File: config.mk
export PLATFORM = sky130hd
export DESIGN_NAME = dm_arbiter
export DESIGN_NICKNAME = d
export VERILOG_FILES = /design/src/rtl/dm_arbiter.sv
export SDC_FILE = /design/constraint.sdc
export NUM_CORES = 1
export LEC_CHECK = 0
export CAP_MARGIN = 40
export CELL_PAD_IN_SITES_DETAIL_PLACEMENT = 0
export CELL_PAD_IN_SITES_GLOBAL_PLACEMENT = 1
export CORE_MARGIN = 8
export CORE_UTILIZATION = 46
export DETAILED_ROUTE_END_ITERATION = 6
export DONT_BUFFER_PORTS = 1
export PLACE_DENSITY_LB_ADDON = 0.1
export SKIP_CTS_REPAIR_TIMING = 1
export SLEW_MARGIN = 0
export SYNTH_ARGS = -nofsm -noshare
export SYNTH_HDL_FRONTEND = slang
export SYNTH_SLANG_ARGS = --single-unit
File: constraint.sdc
create_clock -name clk -period 3.97 [get_ports clk]
set_input_delay 0.794 -clock clk [delete_from_list [all_inputs] [get_ports clk]]
set_output_delay 0.794 -clock clk [all_outputs]
set_load 0.005 [all_outputs]
File: src/rtl/dm_arbiter.sv
// Two-port arbiter/sequencer for the 128-word data memory: IDLE -> ACCESS -> DONE, one access per grant.
// Define DM_ARB_ROUND_ROBIN_EN for round-robin tie-break; otherwise requester A wins every tie.
module dm_arbiter #(
  parameter int AW = 7,
  parameter int DW = 32
) (
  input  logic          clk,
  input  logic          rst,
  input  logic          Req_A,
  input  logic          Write_A,
  input  logic [AW-1:0] Addr_A,
  input  logic [DW-1:0] WData_A,
  output logic          Gnt_A,
  output logic          Done_A,
  output logic [DW-1:0] RData_A,
  input  logic          Req_B,
  input  logic          Write_B,
  input  logic [AW-1:0] Addr_B,
  input  logic [DW-1:0] WData_B,
  output logic          Gnt_B,
  output logic          Done_B,
  output logic [DW-1:0] RData_B,
  output logic          DM_Write,
  output logic [AW-1:0] DM_Addr,
  output logic [DW-1:0] DM_Data_In,
  input  logic [DW-1:0] DM_Data_Out,
  output logic          Busy
);

  typedef enum logic [1:0] {
    S_IDLE   = 2'd0,
    S_ACCESS = 2'd1,
    S_DONE   = 2'd2
  } state_t;

  state_t          state_q, state_d;
  logic            owner_q, owner_d;        // 0 = A, 1 = B
  logic            cmd_write_q, cmd_write_d;
  logic [AW-1:0]   cmd_addr_q, cmd_addr_d;
  logic [DW-1:0]   cmd_data_q, cmd_data_d;
  logic            gnt_a_q, gnt_a_d, gnt_b_q, gnt_b_d;
  logic            done_a_q, done_a_d, done_b_q, done_b_d;
  logic [DW-1:0]   rdata_a_q, rdata_a_d, rdata_b_q, rdata_b_d;
  logic [15:0]     access_count_q, access_count_d;
  logic            pick_b;
`ifdef DM_ARB_ROUND_ROBIN_EN
  logic            last_owner_q, last_owner_d;
`endif

  // Next-state, arbitration and command-latch logic.
  always_comb begin
    state_d        = state_q;
    owner_d        = owner_q;
    cmd_write_d    = cmd_write_q;
    cmd_addr_d     = cmd_addr_q;
    cmd_data_d     = cmd_data_q;
    gnt_a_d        = 1'b0;
    gnt_b_d        = 1'b0;
    done_a_d       = 1'b0;
    done_b_d       = 1'b0;
    rdata_a_d      = rdata_a_q;
    rdata_b_d      = rdata_b_q;
    access_count_d = access_count_q;
    pick_b         = 1'b0;
`ifdef DM_ARB_ROUND_ROBIN_EN
    last_owner_d   = last_owner_q;
`endif
    case (state_q)
      S_IDLE: begin
        if (Req_A && Req_B) begin
`ifdef DM_ARB_ROUND_ROBIN_EN
          pick_b = ~last_owner_q;
`else
          pick_b = 1'b0;
`endif
        end else if (Req_B) begin
          pick_b = 1'b1;
        end else begin
          pick_b = 1'b0;
        end
        if (Req_A || Req_B) begin
          owner_d     = pick_b;
          cmd_write_d = pick_b ? Write_B : Write_A;
          cmd_addr_d  = pick_b ? Addr_B  : Addr_A;
          cmd_data_d  = pick_b ? WData_B : WData_A;
          gnt_a_d     = ~pick_b;
          gnt_b_d     = pick_b;
          state_d     = S_ACCESS;
`ifdef DM_ARB_ROUND_ROBIN_EN
          last_owner_d = pick_b;
`endif
        end else begin
          state_d = S_IDLE;
        end
      end
      S_ACCESS: begin
        if (!cmd_write_q) begin
          if (owner_q) begin
            rdata_b_d = DM_Data_Out;
          end else begin
            rdata_a_d = DM_Data_Out;
          end
        end else begin
          rdata_a_d = rdata_a_q;
        end
        done_a_d       = ~owner_q;
        done_b_d       = owner_q;
        access_count_d = access_count_q + 16'd1;
        state_d        = S_DONE;
      end
      S_DONE: begin
        state_d = S_IDLE;
      end
      default: begin
        state_d = S_IDLE;
      end
    endcase
  end

  // State and output registers with synchronous reset.
  always_ff @(posedge clk) begin
    if (rst) begin
      state_q        <= S_IDLE;
      owner_q        <= 1'b0;
      cmd_write_q    <= 1'b0;
      cmd_addr_q     <= '0;
      cmd_data_q     <= '0;
      gnt_a_q        <= 1'b0;
      gnt_b_q        <= 1'b0;
      done_a_q       <= 1'b0;
      done_b_q       <= 1'b0;
      rdata_a_q      <= '0;
      rdata_b_q      <= '0;
      access_count_q <= 16'd0;
`ifdef DM_ARB_ROUND_ROBIN_EN
      last_owner_q   <= 1'b1;
`endif
    end else begin
      state_q        <= state_d;
      owner_q        <= owner_d;
      cmd_write_q    <= cmd_write_d;
      cmd_addr_q     <= cmd_addr_d;
      cmd_data_q     <= cmd_data_d;
      gnt_a_q        <= gnt_a_d;
      gnt_b_q        <= gnt_b_d;
      done_a_q       <= done_a_d;
      done_b_q       <= done_b_d;
      rdata_a_q      <= rdata_a_d;
      rdata_b_q      <= rdata_b_d;
      access_count_q <= access_count_d;
`ifdef DM_ARB_ROUND_ROBIN_EN
      last_owner_q   <= last_owner_d;
`endif
    end
  end

  // rst gates the write combinationally so a reset in ACCESS never commits a store.
  assign DM_Write   = cmd_write_q & (state_q == S_ACCESS) & ~rst;
  assign DM_Addr    = cmd_addr_q;
  assign DM_Data_In = cmd_data_q;
  assign Busy       = (state_q != S_IDLE);
  assign Gnt_A      = gnt_a_q;
  assign Gnt_B      = gnt_b_q;
  assign Done_A     = done_a_q;
  assign Done_B     = done_b_q;
  assign RData_A    = rdata_a_q;
  assign RData_B    = rdata_b_q;

endmodule
==> metrics.yaml, run 1 <==
outcome:
  status: "completed"
sta:
  timing.slew.headroom_pct: 47.2
  worst_clock_skew_on_the_final_layout_ns: 0.0122
  fmax_mhz: 408
  worst_hold_slack_ns: 0.479
  setup_tns_ns: 0
  least_margin_pin_slew_ns: 0.791
  drv_slew: 0
  fraction_of_the_cycle_the_final_worst_path_needs_pct: 61.8
  rsz0062_at_grt: "false"
  finalSetupViolCount: 0
  report.final.hold_viol_count: 0
  layout_min_cycle_time_ns: 2.45
clocking:
  numCtsBuffers: 9
  clk_root_buffer_cell: "sky130_fd_sc_hd__clkbuf_8"
  worstSkewPairLatency_ns: 0.36
  h-tree-depth: 3
  worst_setup_hold_path_clk_slew_ns: 0.11
  cts_tree: "yes"
  cts.sink_count: 111
  clockBufferDepth: 2
critical_path:
  worstPathRequired_ns: 4.21
  worst-endpoint-arrival_ns: 2.69
  r2r.worst_path.cells: 6
  critical_path.max_stage_delay_ns: 0.60
  critical_path.reg2reg.endpoint: "DM_Addr[5]"
  worstPathMaxFanout: 43
  timing.reg2reg.setup_slack_ns: 1.52
  crit_path_frequent_cell: "sky130_fd_sc_hd__buf_4"
  worstSetupStartpointType: "flop"
  cp_endpoint_kind: "flop"
  timing.critical_path.slowest_stage_cell: "sky130_fd_sc_hd__nor2_2"
  crit_path_cell_trace: "nor2_4, buf_4, inv_1, nor2_2, buf_4, a311oi_1"
  worst_flop_to_flop_path_startpoint: "state_q[1]"
  critical_path_class: "flop to flop"
route:
  wl_met2_um: 6070
  vias: 3530
  met3WireLength_um: 1680
  drtAntennaViolNets: 0
  maxUsedRoutingLayer: "met4"
  via_per_inst: 5.69
  wl_um: 12600
  drc: 0
  detail_route.wirelength.met1_um: 4770
  avgRoutedWirePerCell_um: 20.4
  drt_iter0_drc: 297
  drt_pre_antenna_iters: 4
die:
  die_width_um: 112
  design.die.area_mm2: 0.0126
  die_height_um: 112
  placeableCoreArea_mm2: 0.00911
  design.portCount: 225
  num_rows: 35
  floorplan.initialDensity_pct: 46.8
yosys:
  netlist_cell_types: 23
  post-synth-top-count-cell: "sky130_fd_sc_hd__nand2_1"
  yosys_register_bits: 111
  synth_top_cell_area_share_pct: 52.1
  synthCells: 535
  yosys-top-cells-area: "sky130_fd_sc_hd__dfxtp_1 52%, sky130_fd_sc_hd__nand2_1 18%, sky130_fd_sc_hd__a21oi_1 12%"
  synth_fp_nets: 651
  sequential_area_share_after_synthesis_pct: 52.1
  yosysWarnings: 0
  syn-cell-area_mm2: 0.00426
  synthArstFlopShare_pct: 0
  synth_ff_type: "sky130_fd_sc_hd__dfxtp_1"
  yosys-top-cells-count: "209 x sky130_fd_sc_hd__nand2_1, 111 x sky130_fd_sc_hd__dfxtp_1, 105 x sky130_fd_sc_hd__a21oi_1"
  synth-edff-count: 0
  post-synth-top-area-cell: "sky130_fd_sc_hd__dfxtp_1"
  synth.avg_cell_area_um2: 7.97
power_and_ir_drop:
  cellInternalPower_uw: 1580
  sequential_power_share_pct: 58.0
  vdd_drop_max_mv: 0.209
  powerDensity_mw_per_mm2: 486
  static-leakage-power_uw: 0.00154
  netSwitchingPower_uw: 581
  power_switching_share_pct: 26.8
  p_clk_share_pct: 32.3
  share_comb_of_total_power_pct: 9.7
global_routing:
  gr-total-overflow: 0
  grt_use_total_pct: 19.0
  grt_pass1_vias: 3386
  number_of_antenna_violations_at_the_first_check_in_global_routing: 0
  maximum_number_of_pins_on_one_net_before_global_route_repair: 110
  grt_first_pass_wirelength_um: 19200
cells_and_area:
  final.fill_count: 948
  drive_gt1_share_pct: 5.70
  number_of_antenna_repair_diodes: 0
  nNetsFinal: 620
  area.sequential_mm2: 0.00222
  layout_area_growth_over_synthesis_pct: 4.58
  combined_area_of_the_multi_input_logic_cells_mm2: 0.00183
min_path:
  hold_path_end: "RData_B[28]"
  min_delay_startpoint: "RData_B[28]"
  holdPathStages: 2
  hp-class: "flop to flop"
placement:
  dp_hpwl_um: 8880
  placement.io_buffers: 0
  routability_congestion_estimate: 0.715
run:
  drv.max_cap_violation_count: 0
## flip-flops by register name, indices dropped and copies added (netlist names)
name,cells
owner_q,1
Gnt_A,1
DM_Data_In,32
Done_B,1
Done_A,1
Gnt_B,1
RData_A,32
state_q,2
cmd_write_q,1
DM_Addr,7
RData_B,32
## per-layer routing
metal | track usage [%] | vias up
li1 | - | 1744
met1 | 21.0 | 1622
met2 | 31.0 | 155
met3 | 10.3 | 9
met4 | 5.67 | 0
met5 | 0 | -
## critical path: cells and delay by family (launching register included)
| kind | cells | cell delay, ns |
|---|---|---|
| buffers and inverters | 3 | 1.04 |
| AND/OR/NAND/NOR | 2 | 0.71 |
| flip-flops | 1 | 0.42 |
| AO/OA/AOI/OAI | 1 | 0.14 |
## stage by stage
step	cells	utilization, %	worst slack [ns]	total power [µW]	cell area (µm²)
6_report	620	48.9	1.52	2160	4460
5_1_grt	620	48.9	1.32	2270	4460
4_1_cts	620	48.9	1.52	2190	4460
3_5_place_dp	604	46.7	1.53	1500	4250
3_3_place_gp	604	46.7	1.60	1490	4250
2_1_floorplan	535	-	1.80	1450	4260
## kinds of logic after synthesis
| group | synth area share, % |
|---|---|
| and+or+nand+nor | 21.4 |
| AOI/OAI and AO/OA | 20.7 |
| DFF | 52.1 |
| buffers and inverters | 5.84 |
## power groups by stage
stage	clock [µW]	sequential (µW)	combinational [µW]
3_3_place_gp	0	1280	206
5_1_grt	765	1270	238
3_5_place_dp	0	1290	213
4_1_cts	717	1260	212
2_1_floorplan	0	1260	193
6_report	699	1260	210
## final cells by class
class / instances / area share (%)
tap: 111 / 3.12
timing repair buffer: 8 / 1.35
clock inverter: 5 / 1.49
inverter: 1 / 0.0842
multi-input combinational: 373 / 40.9
clock buffer: 11 / 3.17
sequential: 111 / 49.8
## worst max-delay path by stage
stage | startpoint | endpoint | slack (ns) | depth (start not counted)
3_3_place_gp | state_q[1] | DM_Data_In[6] | 1.60 | 6
4_1_cts | state_q[1] | DM_Addr[5] | 1.52 | 6
5_1_grt | state_q[1] | DM_Data_In[2] | 1.32 | 6
3_5_place_dp | state_q[1] | DM_Addr[5] | 1.53 | 6
2_1_floorplan | rst | DM_Write | 1.80 | 3
6_report | state_q[1] | DM_Addr[5] | 1.52 | 6
## cells in the final DEF, fill, tap and decap left out, types with 2 or more instances in the layout
master,count
sky130_fd_sc_hd__clkbuf_8,10
sky130_fd_sc_hd__and2_1,2
sky130_fd_sc_hd__nand2_1,209
sky130_fd_sc_hd__a21oi_1,105
sky130_fd_sc_hd__nor2_1,2
sky130_fd_sc_hd__buf_4,8
sky130_fd_sc_hd__a311oi_1,40
sky130_fd_sc_hd__nor3b_1,2
sky130_fd_sc_hd__dfxtp_1,111
sky130_fd_sc_hd__clkinv_4,2
(Power assumes the default switching activity.)
==> inputs of run 2 (changes only) <==
--- a/config.mk
+++ b/config.mk
@@ -9,7 +9,7 @@
 export CELL_PAD_IN_SITES_DETAIL_PLACEMENT = 0
 export CELL_PAD_IN_SITES_GLOBAL_PLACEMENT = 1
 export CORE_MARGIN = 8
-export CORE_UTILIZATION = 46
+export CORE_UTILIZATION = 43
 export DETAILED_ROUTE_END_ITERATION = 6
 export DONT_BUFFER_PORTS = 1
 export PLACE_DENSITY_LB_ADDON = 0.1
==> constraint.sdc (replaced) <==
create_clock -name clk -period 2.6 [get_ports clk]
set_input_delay 0.52 -clock clk [delete_from_list [all_inputs] [get_ports clk]]
set_output_delay 0.52 -clock clk [all_outputs]
set_load 0.005 [all_outputs]
==> metrics.yaml, run 2 (synthesis results as in run 1) <==
outcome:
  status: "completed"
die:
  die_height_um: 116  # +2.9%
  die_width_um: 116  # +2.9%
  design.die.area_mm2: 0.0134  # +6.0%
  num_rows: 36  # +2.9%
  placeableCoreArea_mm2: 0.00968  # +6.3%
  floorplan.initialDensity_pct: 44.0  # -2.8 points
  design.portCount: 225  # unchanged
min_path:
  hp-class: "primary input to flop"
sta:
  finalSetupViolCount: 0  # unchanged
  least_margin_pin_slew_ns: 0.799  # +0.00748 ns
  drv_slew: 0  # unchanged
  worst_hold_slack_ns: 0.217  # -0.262 ns
  report.final.hold_viol_count: 0  # unchanged
  worst_clock_skew_on_the_final_layout_ns: 0.00524  # -0.00693 ns
  layout_min_cycle_time_ns: 1.91
  timing.slew.headroom_pct: 46.8  # -0.42 points
  rsz0062_at_grt: "false"
  setup_tns_ns: 0  # unchanged
  fraction_of_the_cycle_the_final_worst_path_needs_pct: 73.7
  fmax_mhz: 522
clocking:
  numCtsBuffers: 9  # unchanged
  worst_setup_hold_path_clk_slew_ns: 0.10  # about the same
  h-tree-depth: 3  # unchanged
  cts_tree: "yes"
  clk_root_buffer_cell: "sky130_fd_sc_hd__clkbuf_8"
  clockBufferDepth: 2  # unchanged
  worstSkewPairLatency_ns: 0.36  # about the same
  cts.sink_count: 111  # unchanged
route:
  via_per_inst: 5.49  # -3.5%
  drtAntennaViolNets: 0  # unchanged
  drc: 0  # unchanged
  drt_pre_antenna_iters: 4  # unchanged
  vias: 3544  # +0.40%
  avgRoutedWirePerCell_um: 19.6  # -3.7%
  drt_iter0_drc: 254  # -14%
  wl_um: 12700  # +0.21%
global_routing:
  grt_use_total_pct: 18.1  # -0.92 points
  grt_pass1_vias: 3516  # +3.8%
  grt_first_pass_wirelength_um: 19100  # -0.79%
  maximum_number_of_pins_on_one_net_before_global_route_repair: 110  # unchanged
  number_of_antenna_violations_at_the_first_check_in_global_routing: 0  # unchanged
  gr-total-overflow: 0  # unchanged
power_and_ir_drop:
  vdd_drop_max_mv: 0.316  # +52%
  sequential_power_share_pct: 60.0  # +2.0 points
  powerDensity_mw_per_mm2: 715  # +47%
  share_comb_of_total_power_pct: 10.2  # +0.5 points
  netSwitchingPower_uw: 855  # +47%
  totalPowerFinal_uw: 3200  # +48%
  power_switching_share_pct: 26.8  # -0.056 points
  cellInternalPower_uw: 2340  # +48%
  static-leakage-power_uw: 0.00154  # about the same
  p_clk_share_pct: 29.8  # -2.5 points
critical_path:
  critical_path_class: "flop to primary output"
  worstPathMaxFanout: 6  # -86%
  worstSetupStartpointType: "flop"
  cp_endpoint_kind: "primary output"
  worst-endpoint-arrival_ns: 1.39  # -1.30 ns
  worstPathRequired_ns: 2.08  # -2.13 ns
cells_and_area:
  nNetsFinal: 623  # +0.48%
  layout_area_growth_over_synthesis_pct: 4.90
  final_common_cell: "sky130_fd_sc_hd__nand2_1"
  mostFrequentLayoutCells: "209 x sky130_fd_sc_hd__nand2_1, 111 x sky130_fd_sc_hd__dfxtp_1, 105 x sky130_fd_sc_hd__a21oi_1, 40 x sky130_fd_sc_hd__a311oi_1"
  final_core_util_pct: 46.2  # -2.8 points
  number_of_antenna_repair_diodes: 0  # unchanged
  drive_gt1_share_pct: 6.05  # +0.36 points
placement:
  routability_congestion_estimate: 0.782  # +9.3%
  placement.io_buffers: 0  # unchanged
  dp_hpwl_um: 8910  # +0.34%
run:
  drv.max_cap_violation_count: 0  # unchanged
run 2: stage by stage:
step	setup WS, ns	cell area, µm²	cells
6_report	0.685	4470	645
5_1_grt	0.517	4470	645
4_1_cts	0.632	4470	645
3_5_place_dp	0.880	4300	629
3_3_place_gp	0.919	4300	629
2_1_floorplan	0.975	4260	535
run 2: worst paths after layout:
| check | slack (ns) | cells after the start | from | end |
|---|---|---|---|---|
| setup / recovery | 0.69 | 2 | state_q[0] | DM_Write |
| hold / removal | 0.22 | 1 | rst | RData_B[29] |
| setup reg to reg | 0.87 | 6 | state_q[1] | DM_Data_In[12] |
| hold reg to reg | 0.47 | 2 | RData_B[28] | RData_B[28] |
run 2: layout make-up:
cell class	count	area (µm²)
flip-flops and latches	111	2220
fillers	975	5210
inverters	1	3.75
multi-input cells	373	1820
clock inverters	3	17.5
repair buffers	11	82.6
well taps	133	166
clock buffers	13	159
run 2: critical path, stage by stage, from the launching register on:
cell,delay [ns]
sky130_fd_sc_hd__dfxtp_1,0.43
sky130_fd_sc_hd__nor3b_1,0.37
sky130_fd_sc_hd__and2_1,0.24
run 2: power groups by stage:
| stage | registers [µW] | clock network, µW | logic [µW] |
|---|---|---|---|
| 2_1_floorplan | 1920 | 0 | 295 |
| 3_3_place_gp | 1960 | 0 | 319 |
| 3_5_place_dp | 1960 | 0 | 330 |
| 4_1_cts | 1930 | 989 | 328 |
| 5_1_grt | 1940 | 1070 | 369 |
| 6_report | 1920 | 952 | 326 |
run 2: layer usage:
layer  share of wire (%)  GRT usage [%]  wire (µm)
met1                  37           19.2       4750
met5                   0              0          0
met4                 1.8           7.53        231
met3                  13           8.13       1600
met2                  48           30.7       6090
==> RTL edit: new RTL, flow settings as in run 2 <==
Reset style: asynchronous (`rst`), changed in one clocked block. Comments in the files are not updated.
--- a/src/rtl/dm_arbiter.sv
+++ b/src/rtl/dm_arbiter.sv
@@ -120,3 +120,3 @@
   // State and output registers with synchronous reset.
-  always_ff @(posedge clk) begin
+  always_ff @(posedge clk or posedge rst) begin
     if (rst) begin
Formal check against the unedited RTL: differs if rst is asserted again (counterexample within 4 cycles, from zero or initial values and one cycle with rst high); with rst held inactive, the same outputs for 4 cycles.
==> RTL edit against run 2 <==
Setup slack improved by 0.094 ns; area after synthesis increased by 16%; routed wire length decreased by 17%; critical endpoint is now DM_Data_In[1]; sequential cell count unchanged; critical path depth increased by 2; clock skew increased by 0.00059 ns; final area increased by 19%.
Power is not compared: it rests on default switching activity, and its combinational part moved more than twofold at a synthesized area within 25%.
==> RTL edit: results (changes against run 2) <==
[status]
status = completed

[synth]
ys_async_sr_fraction_pct = 100  ; +100 points
synth_flop_cell = dfrtp_1
synth_cell_type_count = 19  ; -17%
synth_area_leaders = dfrtp_1 56%, mux2_4 22%, mux2_2 16%
synth_commonest_cells = 111 x dfrtp_1, 71 x mux2_2, 71 x mux2_4
syn-num-nets = 402  ; -38%

[placement]
routabilityCongestion = 0.672  ; -14%
dp_hpwl_um = 7700  ; -14%
place_inst = 419  ; -33%

[critical_path]
r2r-end = DM_Data_In[1]
cp.arrival_ns = 2.04  ; +0.65 ns
slowest_stage = o21a_2
r2r_slack_ns = 0.78  ; -0.09 ns
rr_worst_depth = 4  ; -2
worstSetupEndpointType = flop

[drt]
wl_met1_um = 3770  ; -21%
wl_met2_um = 5110  ; -16%
wl_met3_um = 1490  ; -7.1%
wl_per_cell_um = 24.1  ; +23%
drt_iter0_markers = 69  ; -73%

[sta]
fin_skew_ns = 0.00583  ; +0.000589 ns
fmax_mhz = 549  ; +5.2%

[grt]
grt_max_degree = 112  ; +1.8%
grtUsageMet1_pct = 14.8  ; -4.4 points
use_met2_pct = 21.5  ; -9.2 points
gr-usage-all-layers_pct = 13.3  ; -4.8 points
use_met3_pct = 7.12  ; -1.0 points
grt_pass1_wl_um = 15500  ; -19%
grt_pass1_vias = 2612  ; -26%

[finish]
n_antenna_cell = 0  ; unchanged
drive_gt1_share_pct = 58.1  ; +52 points
stdcell_count = 434  ; -33%

[clock_tree]
clock_latency_ns = 0.34  ; -0.02 ns
clockRootBuffer = clkbuf_16
clk_pin_slew_worst_paths_ns = 0.07  ; -0.03 ns

[hold_path]
min_path_type = primary input to async pin

==> RTL edit: metrics by stage <==
| stage | hold slack, ns | TNS [ns] | power (mW) | cell area (um^2) | utilization [%] |
|---|---|---|---|---|---|
| global route | 0.298 | 0 | 6.92 | 5310 | 46.9 |
| detailed placement | 0.533 | 0 | 5.37 | 5040 | 44.5 |
| CTS | 0.277 | 0 | 6.66 | 5310 | 46.9 |
| finish | 0.221 | 0 | 6.50 | 5310 | 46.9 |
| floorplan | 0.475 | -0.551 | 4.86 | 4940 | - |
| global placement | 0.527 | 0 | 5.31 | 5040 | 44.5 |
==> RTL edit: logic make-up (layout without fill, tap and decap cells) <==
logic type,after synthesis,in the layout,share of synthesized area (%)
multiplexers,144,144,38.2
flip-flops,111,111,56.2
buffers and inverters,18,23,3.60
AND/OR/NAND/NOR,11,11,1.70
AO/OA/AOI/OAI,2,2,0.253
==> RTL edit: final cells by class <==
| cell class | instances | area [um^2] |
|---|---|---|
| Timing Repair Buffer | 5 | 75.1 |
| Inverter | 3 | 15.0 |
| Sequential cell | 111 | 2780 |
| Multi-Input combinational cell | 157 | 1990 |
| Clock inverter | 6 | 46.3 |
| Tap cell | 143 | 179 |
| Clock buffer | 9 | 225 |
| Fill cell | 1004 | 6010 |
==> RTL edit: where the power goes <==
group          leakage (nW)  switching (mW)  internal (mW)  total [mW]
sequential             1.32           0.776           2.61        3.39
combinational         0.974           0.625           1.22        1.85
clock                 0.128           0.617          0.650        1.27
total                  2.43            2.02           4.49        6.50
==> RTL edit: worst register-to-register path, cell delays in order, from the launching register on <==
cell and delay [ns]:
dfrtp_1 0.41, nor2_1 0.22, o21a_2 0.42, buf_12 0.29, mux2_2 0.38
